$ cat src/rtl/sprite_pkg.sv
// Shared defaults, config-field encodings and sequencer state encoding for the sprite motion block.
package sprite_pkg;

   localparam int unsigned COORD_W_DEF  = 16;
   localparam int unsigned SCREEN_W_DEF = 800;
   localparam int unsigned SCREEN_H_DEF = 600;
   localparam int unsigned IDX_W        = 3;

   typedef enum logic [1:0] {
      SEL_X_POS = 2'd0,
      SEL_Y_POS = 2'd1,
      SEL_X_VEL = 2'd2,
      SEL_Y_VEL = 2'd3
   } cfg_sel_e;

   typedef enum logic [1:0] {
      S_IDLE  = 2'd0,
      S_FETCH = 2'd1,
      S_WRITE = 2'd2
   } state_e;

endpackage

$ cat src/rtl/sprite_axis_step.sv
// One-axis position step with reflection at 0 and at BOUND-1 (purely combinational).
module sprite_axis_step
   import sprite_pkg::*;
#(
   parameter int unsigned COORD_W = COORD_W_DEF,
   parameter int unsigned BOUND   = SCREEN_W_DEF
) (
   input  logic signed [COORD_W-1:0] pos,
   input  logic signed [COORD_W-1:0] vel,
   output logic signed [COORD_W-1:0] new_pos_c,
   output logic signed [COORD_W-1:0] new_vel_c
);

   localparam logic signed [COORD_W:0]   BOUND_S = (COORD_W+1)'(BOUND);
   localparam logic signed [COORD_W-1:0] MAX_POS = COORD_W'(BOUND - 1);

   logic signed [COORD_W:0] next;

   // One extra bit keeps the sum from wrapping before the bound compare.
   always_comb begin
      next      = (COORD_W+1)'(pos) + (COORD_W+1)'(vel);
      new_pos_c = next[COORD_W-1:0];
      new_vel_c = vel;
      if (next >= BOUND_S) begin
         new_pos_c = MAX_POS;
         new_vel_c = -vel;
      end else if (next[COORD_W]) begin
         new_pos_c = '0;
         new_vel_c = -vel;
      end
   end

endmodule

$ cat src/rtl/sprite_motion_ctrl.sv
// Per-vsync sprite position sequencer: fetches each sprite, steps x/y, writes back, with a config write port.
module sprite_motion_ctrl
   import sprite_pkg::*;
#(
   parameter int unsigned NUM_SPRITES = 4,
   parameter int unsigned COORD_W     = COORD_W_DEF,
   parameter int unsigned SCREEN_W    = SCREEN_W_DEF,
   parameter int unsigned SCREEN_H    = SCREEN_H_DEF
) (
   input  logic                             i_pix_clk,
   input  logic                             i_reset,
   input  logic                             i_vert_sync,
   input  logic [NUM_SPRITES-1:0]           i_sprite_en,
   input  logic                             i_cfg_we,
   input  logic [2:0]                       i_cfg_idx,
   input  logic [1:0]                       i_cfg_sel,
   input  logic signed [COORD_W-1:0]        i_cfg_data,
   output logic                             o_cfg_ready,
   output logic [NUM_SPRITES*COORD_W-1:0]   o_x_coord,
   output logic [NUM_SPRITES*COORD_W-1:0]   o_y_coord,
   output logic                             o_busy,
   output logic                             o_frame_done,
   output logic                             o_missed_frame,
   output logic [7:0]                       o_frame_count
);

   localparam logic [IDX_W-1:0] LAST_IDX = IDX_W'(NUM_SPRITES - 1);

   state_e                     state, state_next;
   logic [IDX_W-1:0]           idx;
   logic                       sync_q;
   logic                       vs_edge_c, fetch_c, commit_c, done_c, cfg_wr_c;

   logic signed [COORD_W-1:0]  pos_x [NUM_SPRITES];
   logic signed [COORD_W-1:0]  pos_y [NUM_SPRITES];
   logic signed [COORD_W-1:0]  vel_x [NUM_SPRITES];
   logic signed [COORD_W-1:0]  vel_y [NUM_SPRITES];

   logic signed [COORD_W-1:0]  sel_px, sel_py, sel_vx, sel_vy;
   logic                       sel_en;
   logic signed [COORD_W-1:0]  cur_px, cur_py, cur_vx, cur_vy;
   logic                       cur_en;
   logic signed [COORD_W-1:0]  nx_px, nx_py, nx_vx, nx_vy;

   assign vs_edge_c = i_vert_sync & ~sync_q;
   assign cfg_wr_c  = i_cfg_we & o_cfg_ready & (32'(i_cfg_idx) < NUM_SPRITES);

   always_ff @(posedge i_pix_clk) begin
      if (i_reset) state <= S_IDLE;
      else         state <= state_next;
   end

   always_comb begin
      state_next = state;
      fetch_c    = 1'b0;
      commit_c   = 1'b0;
      done_c     = 1'b0;
      case (state)
         S_IDLE:  if (vs_edge_c) state_next = S_FETCH;
         S_FETCH: begin
            fetch_c    = 1'b1;
            state_next = S_WRITE;
         end
         S_WRITE: begin
            commit_c = 1'b1;
            if (idx == LAST_IDX) begin
               state_next = S_IDLE;
               done_c     = 1'b1;
            end else begin
               state_next = S_FETCH;
            end
         end
         default: state_next = S_IDLE;
      endcase
   end

   // Sync history resets high so a sync already high at reset release is not an edge.
   always_ff @(posedge i_pix_clk) begin
      if (i_reset) begin
         sync_q         <= 1'b1;
         idx            <= '0;
         o_busy         <= 1'b0;
         o_cfg_ready    <= 1'b1;
         o_frame_done   <= 1'b0;
         o_missed_frame <= 1'b0;
         o_frame_count  <= '0;
      end else begin
         sync_q         <= i_vert_sync;
         o_busy         <= (state_next != S_IDLE);
         o_cfg_ready    <= (state_next == S_IDLE);
         o_frame_done   <= done_c;
         o_missed_frame <= vs_edge_c & o_busy;
         if (done_c) begin
            idx           <= '0;
            o_frame_count <= o_frame_count + 8'd1;
         end else if (commit_c) begin
            idx <= idx + IDX_W'(1);
         end
      end
   end

   always_comb begin
      sel_px = '0;
      sel_py = '0;
      sel_vx = '0;
      sel_vy = '0;
      sel_en = 1'b0;
      for (int i = 0; i < NUM_SPRITES; i++) begin
         if (idx == IDX_W'(i)) begin
            sel_px = pos_x[i];
            sel_py = pos_y[i];
            sel_vx = vel_x[i];
            sel_vy = vel_y[i];
            sel_en = i_sprite_en[i];
         end
      end
   end

   sprite_axis_step #(.COORD_W(COORD_W), .BOUND(SCREEN_W)) u_step_x (
      .pos       (cur_px),
      .vel       (cur_vx),
      .new_pos_c (nx_px),
      .new_vel_c (nx_vx)
   );

   sprite_axis_step #(.COORD_W(COORD_W), .BOUND(SCREEN_H)) u_step_y (
      .pos       (cur_py),
      .vel       (cur_vy),
      .new_pos_c (nx_py),
      .new_vel_c (nx_vy)
   );

   // Config writes only happen while idle, so they never collide with a sequence commit.
   always_ff @(posedge i_pix_clk) begin
      if (i_reset) begin
         for (int i = 0; i < NUM_SPRITES; i++) begin
            pos_x[i] <= '0;
            pos_y[i] <= '0;
            vel_x[i] <= '0;
            vel_y[i] <= '0;
         end
         cur_px <= '0;
         cur_py <= '0;
         cur_vx <= '0;
         cur_vy <= '0;
         cur_en <= 1'b0;
      end else begin
         if (fetch_c) begin
            cur_px <= sel_px;
            cur_py <= sel_py;
            cur_vx <= sel_vx;
            cur_vy <= sel_vy;
            cur_en <= sel_en;
         end
         for (int i = 0; i < NUM_SPRITES; i++) begin
            if (cfg_wr_c && i_cfg_idx == IDX_W'(i)) begin
               case (cfg_sel_e'(i_cfg_sel))
                  SEL_X_POS: pos_x[i] <= i_cfg_data;
                  SEL_Y_POS: pos_y[i] <= i_cfg_data;
                  SEL_X_VEL: vel_x[i] <= i_cfg_data;
                  SEL_Y_VEL: vel_y[i] <= i_cfg_data;
               endcase
            end
            if (commit_c && cur_en && idx == IDX_W'(i)) begin
               pos_x[i] <= nx_px;
               pos_y[i] <= nx_py;
               vel_x[i] <= nx_vx;
               vel_y[i] <= nx_vy;
            end
         end
      end
   end

   for (genvar g = 0; g < NUM_SPRITES; g++) begin : g_pack
      assign o_x_coord[g*COORD_W +: COORD_W] = pos_x[g];
      assign o_y_coord[g*COORD_W +: COORD_W] = pos_y[g];
   end

endmodule

$ cat config.mk
export PLATFORM = sky130hd
export DESIGN_NAME = sprite_motion_ctrl
export DESIGN_NICKNAME = d
export VERILOG_FILES = /design/src/rtl/sprite_pkg.sv /design/src/rtl/sprite_axis_step.sv /design/src/rtl/sprite_motion_ctrl.sv
export SDC_FILE = /design/constraint.sdc
export NUM_CORES = 1
export LEC_CHECK = 0
export ABC_AREA = 1
export BUFFER_PORTS_ARGS = -buffer_cell sky130_fd_sc_hd__clkbuf_2
export CAP_MARGIN = 20
export CORE_MARGIN = 4
export CORE_UTILIZATION = 55
export DETAILED_ROUTE_END_ITERATION = 8
export PLACE_DENSITY_LB_ADDON = 0.15
export SLEW_MARGIN = 20
export SYNTH_ARGS = -nofsm -noshare
export SYNTH_HDL_FRONTEND = slang
export SYNTH_SLANG_ARGS = --single-unit
$ cat constraint.sdc
create_clock -name i_pix_clk -period 3.2 [get_ports i_pix_clk]
set_input_delay 0.64 -clock i_pix_clk [delete_from_list [all_inputs] [get_ports i_pix_clk]]
set_output_delay 0.64 -clock i_pix_clk [all_outputs]
set_load 0.1 [all_outputs]
==> results.json <==
{
  "status": "finished clean",
  "portBuffers": 168,
  "r2r_slack_ns": 0.14,
  "cts_buffers": 38,
  "multi_input_area_mm2": 0.00793,
  "syn_area_mm2": 0.0186,
  "die_width_um": 192,
  "drt-total-wl_mm": 74.3,
  "synth_edf_count": 256,
  "rsz0062_at_grt": "true",
  "synth.distinct_cells": 45,
  "core.rowCount": 67,
  "grt-ovfl-total": 0,
  "start_util_pct": 55.7,
  "critPathArrivalTime_ns": 3.32,
  "dr.pass1.iters": 7,
  "clkLatencyLatePin_ns": 0.55,
  "timing.final.ws_setup_ns": 0.138,
  "netlist_instances": 2308,
  "antenna_found_initial": 3,
  "fin_cells": 2958,
  "startpoint": "cur_px[0]$_SDFFE_PP0N_",
  "wl_per_cell_um": 25.1,
  "yosysTopAreaCell": "edfxtp_1",
  "crit_required_ns": 3.45,
  "ys.flop_type": "edfxtp_1",
  "ys_seq_elements": 339,
  "drv_cap": 0,
  "grt_usage_pct": 39.9,
  "finalSetupViolations": 0,
  "ys_seq_area_share_pct": 50.2,
  "p_leak_nw": 10.0,
  "ir_worst_vdd_v": 0.000557,
  "ctsHtreeMaxLevel": 2,
  "pre_cts_slack_ns": 0.0724,
  "period_share_pct": 95.7,
  "drtIter0Drc": 2786,
  "ff_latch_area_mm2": 0.00935,
  "async_flop_share_pct": 0,
  "cts_tree": "done",
  "avgSynthCellArea_um2": 8.07,
  "cts.clk_slew.worst_paths_ns": 0.06,
  "drive_gt1_share_pct": 13.9,
  "fillerInstances": 2846,
  "relSlewSlack_pct": 49.0,
  "fin_skew_ns": 0.0276,
  "synth_nets": 2379,
  "clockBufferDepth": 3,
  "hold_path.class": "primary input to flop",
  "drc_errors": 0,
  "grt_pass1_wl_mm": 108,
  "hold_viol": 0,
  "worstMarginPinSlew_ns": 0.765,
  "yosys.area.top_type_share_pct": 41.3,
  "fin_crit_ns": 3.06,
  "power_density_mw_per_mm2": 535,
  "start_kind": "flop",
  "fmax_ghz": 0.327,
  "r2r_start": "cur_px[0]$_SDFFE_PP0N_",
  "hp-start": "i_vert_sync",
  "cts.sinks": 339,
  "dpl.hpwl_mm": 56.4,
  "final_area_mm2": 0.0216,
  "finalSetupTns_ns": 0,
  "final_max_slew_viol_count": 0,
  "grt_pass1_vias": 16924,
  "grt_max_degree": 63,
  "critPathMaxFanout": 6,
  "root_buffer": "clkbuf_16",
  "fp.dieArea_mm2": 0.0369,
  "synth.area.top_cells": "edfxtp_1 41%, nand2_1 17%, dfxtp_1 8.9%, inv_1 5.1%, a221o_1 3.4%",
  "place.gp.congestion": 1.00,
  "vias": 18158,
  "placed_area_mm2": 0.0202,
  "final_antenna_net_count": 0,
  "crit_type": "flop to flop",
  "pin_count": 169,
  "num-nets-final": 2550,
  "crit_path_end_kind": "flop",
  "postCtsSetupBuffers": 0,
  "dp.cells": 2885,
  "ys_warn_count": 0,
  "drt-vias-per-instance": 6.14,
  "area_growth_syn_to_layout_pct": 15.8,
  "die-height_um": 192,
  "core_area_mm2": 0.0334
}
-- worst paths after layout --
| kind | to | cells past startpoint |
|---|---|---|
| max | pos_x[0][9]$_SDFFCE_PN0P_ | 19 |
| min | sync_q$_SDFF_PP1_ | 3 |
| max reg2reg | pos_x[0][9]$_SDFFCE_PN0P_ | 19 |
| min reg2reg | o_frame_count[7]$_SDFFE_PP0P_ | 2 |
-- worst max-delay path, stage by stage, from the launching register on --
cell     delay [ns]
dfxtp_1        0.33
ha_1           0.17
inv_1          0.06
fa_1           0.39
inv_1          0.07
nand2_1        0.05
nand2_1        0.13
nand3_1        0.11
nand2_1        0.11
nand2_1        0.08
nand2_1        0.08
nand2_1        0.05
nand2_1        0.06
nand3_1        0.08
nor2_2         0.17
nand2_2        0.08
nand2_1        0.22
nand2_1        0.31
nand2_1        0.12
o21ai_0        0.10
-- sequential cells by signal (all words and copies together) (netlist names), 2 cells and up --
| register | flops |
|---|---|
| o_frame_count | 8 |
| cur_py | 16 |
| state | 2 |
| vel_x | 64 |
| idx | 3 |
| cur_vx | 16 |
| vel_y | 64 |
| cur_vy | 16 |
| cur_px | 16 |
| pos_x | 64 |
| pos_y | 64 |
-- logic make-up (layout without fill, tap and decap cells) --
logic type      after synthesis  count (layout)  share of synthesized area [%]
simple gates               1134            1134                           24.3
buf+inv                     375             576                           7.72
fa+ha+maj                    42              42                           2.90
compound gates              411             411                           14.5
flops                       339             339                           50.2
other cells                   0               1                              0
xor+xnor                      7               7                          0.329
-- cell usage after synthesis (2+ instances only) --
| cell | instances |
|---|---|
| a21oi_1 | 120 |
| a21oi_2 | 3 |
| a221o_1 | 64 |
| a221oi_1 | 33 |
| and2_1 | 6 |
| buf_1 | 14 |
| buf_2 | 3 |
| buf_6 | 3 |
| clkbuf_1 | 93 |
| dfxtp_1 | 83 |
| edfxtp_1 | 256 |
| fa_1 | 2 |
| ha_1 | 40 |
| inv_1 | 255 |
| inv_2 | 5 |
| nand2_1 | 842 |
| nand2_2 | 9 |
| nand3_1 | 99 |
| nand3b_1 | 3 |
| nand4_1 | 19 |
| nor2_1 | 132 |
| nor2_2 | 3 |
| nor3_1 | 14 |
| o211ai_1 | 44 |
| o21ai_0 | 97 |
| o21ai_1 | 11 |
| o21bai_1 | 4 |
| o22ai_1 | 26 |
| o31ai_1 | 4 |
| xor2_1 | 6 |
-- cells in the final DEF, fill, tap and decap left out, types with 44 or more instances in the layout --
master and count:
a21oi_1 120, a221o_1 64, buf_4 69, clkbuf_2 168, dfxtp_1 82, edfxtp_1 256
inv_1 252, nand2_1 830, nand3_1 99, nor2_1 127, o211ai_1 44, o21ai_0 96
-- layout make-up --
cell class                 count  share of cell area, %
timing repair buffer         245                   7.03
tap                          448                   2.60
clock inverter                16                  0.598
clock buffer                  54                   5.08
antenna                        1                 0.0116
inverter                     261                   4.55
multi-input combinational   1594                   36.8
sequential                   339                   43.4
-- repair_timing --
| action | CTS | global route |
|---|---|---|
| setup endpoints to repair | 0 | 157 |
| hold buffers | 0 | 0 |
| gates resized for setup | 0 | 21 |
-- metal layers --
metal	routed length, um	vias to the layer above	share of wire (%)	track usage, %
met1	27800	8505	37	54.9
met5	15	-	0.020	0
met4	4060	2	5.5	18.1
met2	32200	1321	43	60.1
met3	10100	182	14	9.60
li1	-	8148	-	-
-- stage by stage --
step                hold slack [ns]  total power [mW]  util [%]
floorplan                     0.446              6.37         -
global placement              0.439              7.11      60.5
detailed placement            0.457              7.14      60.5
CTS                           0.290              11.4      64.2
global route                  0.316              11.8      64.5
finish                        0.298              11.5      64.5
-- report_power, final --
| group | internal (mW) | switching, mW | leakage, nW |
|---|---|---|---|
| sequential | 4.88 | 0.118 | 3.32 |
| clock | 2.49 | 1.84 | 0.596 |
| combinational | 0.466 | 1.74 | 6.09 |
| total | 7.83 | 3.70 | 10.0 |
No activity file was read; power rests on OpenSTA's default activity.
